[src/rtl/data_memory_ctrl.sv]
// Single-port data memory with valid/ready requests, 1-cycle registered read,
// byte enables, range check and a sequential clear engine. Optional DMEM_PARITY_EN.
module data_memory_ctrl #(
    parameter int DATA_W = 8,
    parameter int ADDR_W = 8,
    parameter int DEPTH  = 1 << ADDR_W
) (
    input  logic                clk,
    input  logic                rst,
    input  logic                clr_start,
    output logic                busy,
    input  logic                req_valid,
    output logic                req_ready,
    input  logic                req_we,
    input  logic [ADDR_W-1:0]   req_addr,
    input  logic [DATA_W-1:0]   req_wdata,
    input  logic [DATA_W/8-1:0] req_be,
`ifdef DMEM_PARITY_EN
    input  logic                perr_inj,
    output logic                rsp_perr,
`endif
    output logic                rsp_valid,
    output logic [DATA_W-1:0]   rsp_rdata,
    output logic                rsp_err
);
    // Handshake: a request transfers on a rising edge where req_valid && req_ready;
    // the response appears as a one-cycle rsp_valid pulse on the following cycle.
    localparam int NB = DATA_W / 8;

    typedef enum logic {IDLE = 1'b0, CLEAR = 1'b1} state_t;

    state_t              state_q, state_d;
    logic [ADDR_W-1:0]   clr_ptr_q, clr_ptr_d;
    logic                rsp_valid_q, rsp_valid_d;
    logic [DATA_W-1:0]   rsp_rdata_q, rsp_rdata_d;
    logic                rsp_err_q, rsp_err_d;

    logic [DATA_W-1:0]   mem_q [0:DEPTH-1];
    logic                mem_we;
    logic [ADDR_W-1:0]   mem_waddr;
    logic [DATA_W-1:0]   mem_wdata;
    logic [NB-1:0]       mem_wbe;
    logic                accept;
    logic                in_range;
    logic [DATA_W-1:0]   rd_word;

    assign in_range  = (32'(req_addr) < 32'(DEPTH));
    assign req_ready = (state_q == IDLE) && !clr_start;
    assign accept    = req_valid && req_ready;
    assign busy      = (state_q == CLEAR);

    always_comb begin
        state_d   = state_q;
        clr_ptr_d = clr_ptr_q;
        mem_we    = 1'b0;
        mem_waddr = req_addr;
        mem_wdata = req_wdata;
        mem_wbe   = req_be;
        unique case (state_q)
            CLEAR: begin
                mem_we    = 1'b1;
                mem_waddr = clr_ptr_q;
                mem_wdata = '0;
                mem_wbe   = '1;
                clr_ptr_d = clr_ptr_q + 1'b1;
                if (clr_ptr_q == ADDR_W'(DEPTH - 1)) begin
                    state_d   = IDLE;
                    clr_ptr_d = '0;
                end
            end
            default: begin
                if (clr_start) begin
                    state_d   = CLEAR;
                    clr_ptr_d = '0;
                end else if (accept && req_we && in_range) begin
                    mem_we = 1'b1;
                end
            end
        endcase
    end

    // Out-of-range addresses never index storage, so no X leaks into the read path.
    always_comb begin
        rd_word = '0;
        if (in_range) rd_word = mem_q[req_addr];
    end

    always_comb begin
        rsp_valid_d = accept;
        rsp_err_d   = accept && !in_range;
        rsp_rdata_d = '0;
        if (accept && !req_we && in_range) rsp_rdata_d = rd_word;
    end

    always_ff @(posedge clk) begin
        if (mem_we) begin
            for (int i = 0; i < NB; i++) begin
                if (mem_wbe[i]) mem_q[mem_waddr][8*i +: 8] <= mem_wdata[8*i +: 8];
            end
        end
    end

`ifdef DMEM_PARITY_EN
    logic [NB-1:0] par_q [0:DEPTH-1];
    logic          rsp_perr_q, rsp_perr_d;
    logic          inj_eff;

    // The clear engine never injects, so cleared words carry correct parity 0.
    assign inj_eff = perr_inj && (state_q == IDLE);

    always_ff @(posedge clk) begin
        if (mem_we) begin
            for (int i = 0; i < NB; i++) begin
                if (mem_wbe[i]) par_q[mem_waddr][i] <= (^mem_wdata[8*i +: 8]) ^ inj_eff;
            end
        end
    end

    always_comb begin
        rsp_perr_d = 1'b0;
        if (accept && !req_we && in_range) begin
            for (int i = 0; i < NB; i++) begin
                rsp_perr_d = rsp_perr_d | (par_q[req_addr][i] ^ (^rd_word[8*i +: 8]));
            end
        end
    end

    always_ff @(posedge clk or negedge rst) begin
        if (!rst) rsp_perr_q <= 1'b0;
        else      rsp_perr_q <= rsp_perr_d;
    end

    assign rsp_perr = rsp_perr_q;
`endif

    always_ff @(posedge clk or negedge rst) begin
        if (!rst) begin
            state_q     <= CLEAR;
            clr_ptr_q   <= '0;
            rsp_valid_q <= 1'b0;
            rsp_rdata_q <= '0;
            rsp_err_q   <= 1'b0;
        end else begin
            state_q     <= state_d;
            clr_ptr_q   <= clr_ptr_d;
            rsp_valid_q <= rsp_valid_d;
            rsp_rdata_q <= rsp_rdata_d;
            rsp_err_q   <= rsp_err_d;
        end
    end

    assign rsp_valid = rsp_valid_q;
    assign rsp_rdata = rsp_rdata_q;
    assign rsp_err   = rsp_err_q;
endmodule

[config.mk]
export PLATFORM = sky130hd
export DESIGN_NAME = data_memory_ctrl
export DESIGN_NICKNAME = d
export VERILOG_FILES = /design/src/rtl/data_memory_ctrl.sv
export SDC_FILE = /design/constraint.sdc
export NUM_CORES = 2
export LEC_CHECK = 0
export BUFFER_PORTS_ARGS = -buffer_cell sky130_fd_sc_hd__buf_4
export CAP_MARGIN = 20
export CORE_ASPECT_RATIO = 1.5
export CORE_MARGIN = 5
export CORE_UTILIZATION = 35
export DETAILED_ROUTE_END_ITERATION = 8
export HOLD_SLACK_MARGIN = 0.1
export RECOVER_POWER = 100
export SLEW_MARGIN = 20
export SYNTH_ARGS = -nofsm -noshare
export SYNTH_HDL_FRONTEND = slang
export SYNTH_SLANG_ARGS = --single-unit
[constraint.sdc]
create_clock -name clk -period 8.1 [get_ports clk]
set_clock_uncertainty 0.2 [all_clocks]
set_input_delay 1.62 -clock clk [delete_from_list [all_inputs] [get_ports clk]]
set_output_delay 1.62 -clock clk [all_outputs]
set_load 0.03 [all_outputs]
# --- Word level (Yosys, flattened, before mapping) ---
# Memories as Yosys holds them, arrays and structs flattened.
# Cells that the tools add are included.
word_totals:
  memories: 1
  ram_bits: 2048
  in_bits: 22
  ff_bits: 18
  output_inout_bits: 12
  elab_cells: 31
classes:
  bitwise: 1
  muxes: 16
  reduce_logical: 7
  n_eq_ne: 1
  add_sub_neg: 1
mem_list:
  columns: ["memory", "words", "word_bits", "read_ports", "rd_clocked_by_memory_dff", "wr", "line", "source"]
  rows:
  - ["mem_q", 256, 8, 1, 0, 1, "38", "logic [DATA_W-1:0] mem_q [0:DEPTH-1];"]
op_table:
  columns: ["operator", "count"]
  rows:
  - ["$mux W8", 6]
  - ["$mux W1", 10]
  - ["$add A8 B1 Y8 const B", 1]
  - ["$eq A8 B8 Y1 const B", 1]
  - ["$logic_and A1 B1 Y1", 4]
  - ["$logic_not A1 Y1", 2]
  - ["$reduce_bool A2 Y1", 1]
  - ["$not A1 Y1", 1]

# --- Depth between registers and ports, before layout ---
depth:
  depth_word: 9
  ltp_mapped: 12

# --- Worst setup path before layout ---
# OpenSTA, ideal clock, no wires.
synth_path:
  kind: "input port to flip-flop"
  startpoint: "input port req_wdata[0]"
  endpoint: "memory mem_q[0][0] (data pin)"
  slack_ns: -1.311
  required_ns: 6.454
  setup_ns: 1.446
  n_path_buf: 0
  arrival_ns: 7.765
  cell_stages: 1
  cell_sequence: "nor2b_1"
synth_between:
  elab_chain_len: 1
synth_rtl:
  columns: ["element", "line", "source"]
  rows:
  - ["start: declaration", "16", "input logic [DATA_W-1:0] req_wdata,"]
  - ["$mux W8", "59", "unique case (state_q)"]
  - ["end: declaration", "38", null]
# Every way passes these cells.

# --- Worst setup path after layout ---
layout_path:
  startpoint: "register state_q (netlist: busy)"
  endpoint: "memory mem_q[68][0] (enable)"
layout_between:
  elab_chain_len: 9
  word_cells_on_any_way: 12
  classes_between: "mux (8); bitwise (1); reduce/logical (3)"
layout_rtl:
  columns: ["element", "line", "source"]
  rows:
  - ["start: declaration", "32", "state_t state_q, state_d;"]
  - ["start signal: assignment", "144", "state_q <= state_d;"]
  - ["$not A1 Y1", "48", "assign req_ready = (state_q == IDLE) && !clr_start;"]
  - ["$logic_and A1 B1 Y1", "48", null]
  - ["$logic_and A1 B1 Y1", "49", "assign accept = req_valid && req_ready;"]
  - ["named net accept", "43", "logic accept;"]
  - ["$logic_and A1 B1 Y1", "75", "end else if (accept && req_we && in_range) begin"]
  - ["$mux W1", "75", null]
  - ["$mux W1", "72", "if (clr_start) begin"]
  - ["$mux W1", "59", null]
  - ["$mux W1", "96", "if (mem_we) begin"]
  - ["$mux W1 (implied by the code)", "98", "if (mem_wbe[i]) mem_q[mem_waddr][8*i +: 8] <= mem_wdata[8*i +: 8];"]
# The timed path passes the listed nets, and every way through them passes these cells.

==> flow_metrics.tcl <==
set metrics [dict create \
    h-tree-depth 4 \
    antenna_left 0 \
    synthArstFlopShare_pct 0.871 \
    antenna_found_initial 7 \
    critPathLaunchType "flip-flop" \
    synth.distinct_cells 59 \
    clock_latency_ps 820 \
    synth_top_family_by_area "multiplexers" \
    r2r_end "mem_q[68][0]" \
    fin_nets 4007 \
    hpwl_um 131000 \
    io_buffers 32 \
    die_area_um2 241000 \
    peakVddDrop_mv 0.245 \
    slew_violations 1083 \
    crit_family "simple AND/OR/NAND/NOR gates" \
    fin_crit_ps 6210 \
    die_h_um 598 \
    whs_path_depth 1 \
    cp_slowest_cell "clkbuf_1" \
    cp_max_fo 53 \
    dr.pass1.iters 6 \
    synth_adder_area_share_pct 0.0155 \
    fin_cells 7170 \
    r2r-start "busy" \
    ff2ff_path_depth 7 \
    post_cts_buffers 0 \
    grt_start_max_net_pins 183 \
    hold_violations 0 \
    routed_wl_um 211000 \
    crit_chain "clkbuf_1, or3b_1, inv_1, a31oi_1, nor2b_1, nand2_1, nor2_1" \
    path_buf_inv 2 \
    hold_path.startpoint "clr_ptr_q[7]" \
    fp.dieW_um 402 \
    hp-class "flip-flop to flip-flop" \
    yosys.area_share.simple_pct 2.84 \
    syn_avg_cell_area_um2 20.6 \
    grt_pass1_vias 40800 \
    final_area_um2 89500 \
    timing.final.crit_share_pct 76.6 \
    yosys-mux-area-fraction_pct 15.0 \
    synth_fp_nets 3951 \
    gr-total-overflow 0 \
    drt_iter0_markers 4013 \
    syn_inst 3928 \
    rows 216 \
    synth-compound-area-share_pct 3.45 \
    netlist_area_um2 80700 \
    worstMarginPinSlew_ps 4000 \
    synth_xor_xnor_area_share_pct 0.0217 \
    gp_congestion 0.856 \
    path_clk_slew_ps 80 \
    final_cell_mix "edfxtp_1 (2048), mux4_2 (413), nor2_1 (299)" \
    ctsHoldBuffers 0 \
    synth-main-ff-cell "edfxtp_1" \
    cpPeakStageDelay_ps 1830 \
    cts-root-buf "clkbuf_16" \
    setup_viol 0 \
    via_per_inst 5.47 \
    area_growth_pct 10.9 \
    fmax_ghz 0.161 \
    required_ps 8280 \
    arrival_ps 6380 \
    drive_gt1_share_pct 19.0 \
    dp_cells 6854 \
    initial_core_util_pct 35.1 \
    violations "capacitance limit, slew limit" \
    io_pins 34 \
    synth_edf_count 2048 \
    final_common_cell "edfxtp_1" \
    routedWlPerCell_um 29.4 \
    rsz0062_at_grt "no" \
    tns_ps 0 \
    ys_seq_elements 2066 \
    regToRegSetupSlack_ps 1890 \
    crit_path_end_kind "flip-flop" \
    yosys_warnings 0 \
    cts_tree "done" \
    clock_sinks 2066 \
    cts_max_path_buffers 4 \
    placedInstanceArea_um2 84200 \
    grt_pass1_wl_um 302000 \
    ctsResizeCount 0 \
    synth-seq-area-share_pct 76.7 \
    hold_path_end "clr_ptr_q[7]" \
    power_density_nw_per_um2 242 \
    core_area_um2 230000 \
    cap_violations 20 \
    status "complete, but fails checks" \
    crit_start "busy" \
    power_leakage_nw 27.9 \
    groute.usage.overall_pct 17.2 \
    drcViolationCount 0 \
    crit_type "flip-flop to flip-flop" \
    cts_made_buffers 180 \
    dr_total_vias 39200 \
    slew_headroom_pct -166 \
]
## worst max path at each step
stage,cells past startpoint,slack [ps],end
final,7,1890,mem_q[68][0]
after floorplan,1,-1310,mem_q[0][6]
after detailed placement,9,2230,rsp_rdata[6]
after CTS,9,3090,rsp_rdata[6]
after global placement,9,2260,rsp_rdata[6]
after global routing,4,1600,mem_q[108][4]
## per-layer routing
layer  wire (um)  track usage, %
met5          32               0
met4       12100            8.34
met3       11300            2.33
met2      113000            31.6
met1       74600            19.7
## synth_stat cells, drive strengths merged (4+ instances only)
cell,instances,area share [%]
a2111oi,5,0.062
a211oi,6,0.056
a21oi,62,0.38
a221oi,8,0.087
a22oi,17,0.16
a31oi,5,0.039
a32o,12,0.15
a32oi,8,0.087
and2,13,0.10
and3,9,0.070
buf,151,1.5
clkbuf,87,0.40
dfrtp,17,0.53
edfxtp,2048,76
inv,11,0.051
mux2,6,0.084
mux2i,274,3.4
mux4,413,12
nand2,94,0.44
nand2b,14,0.11
nand3,9,0.056
nand4,15,0.12
nor2,300,1.4
nor2b,12,0.093
nor3,35,0.22
nor4,7,0.054
o2111ai,4,0.043
o21ai,47,0.29
o221ai,119,1.3
o22ai,72,0.56
o31ai,4,0.037
o32ai,4,0.053
o41ai,4,0.043
or3,8,0.062
## sequential cells by signal (all words and copies together) (netlist names)
name,cells
mem_q,2048
clr_ptr_q,8
rsp_rdata,8
busy,1
rsp_valid,1
## power breakdown
group / internal (mW) / switching [mW] / total [mW] / leakage [nW]
Clock: 4.43 / 3.80 / 8.24 / 2.65
Combinational: 0.409 / 1.07 / 1.48 / 6.09
Sequential: 11.9 / 0.0458 / 11.9 / 19.1
Total: 16.7 / 4.92 / 21.6 / 27.9
## final cells by class
type | instances | area (um2)
Sequential cell | 2066 | 62000
Clock buffer | 223 | 4720
Tap cell | 3052 | 3820
Clock inverter | 91 | 728
Timing Repair Buffer | 112 | 947
Fill cell | 20600 | 141000
Multi-Input combinational cell | 1613 | 17300
Antenna cell | 2 | 5.00
Inverter | 11 | 47.5
## cells by family (layout without fill, tap and decap cells)
| logic type | Yosys count | count (layout) |
|---|---|---|
| buf+inv | 249 | 437 |
| other cells | 1 | 3 |
| fa+ha+maj | 1 | 1 |
| flops | 2066 | 2066 |
| compound gates | 387 | 387 |
| mux | 693 | 693 |
| xor+xnor | 2 | 2 |
| simple gates | 529 | 529 |
## through the flow
stage                     util [%]  hold WS, ps  power, mW  setup slack (ps)
after global routing          38.9          460       22.3              1600
final                         38.9          408       21.6              1890
after CTS                     38.9          398       21.8              3090
after global placement        36.6          355       13.6              2260
after floorplan                  -          311       13.0             -1310
after detailed placement      36.6          388       13.7              2230
Note: power is estimated with default switching activity, not from simulation.
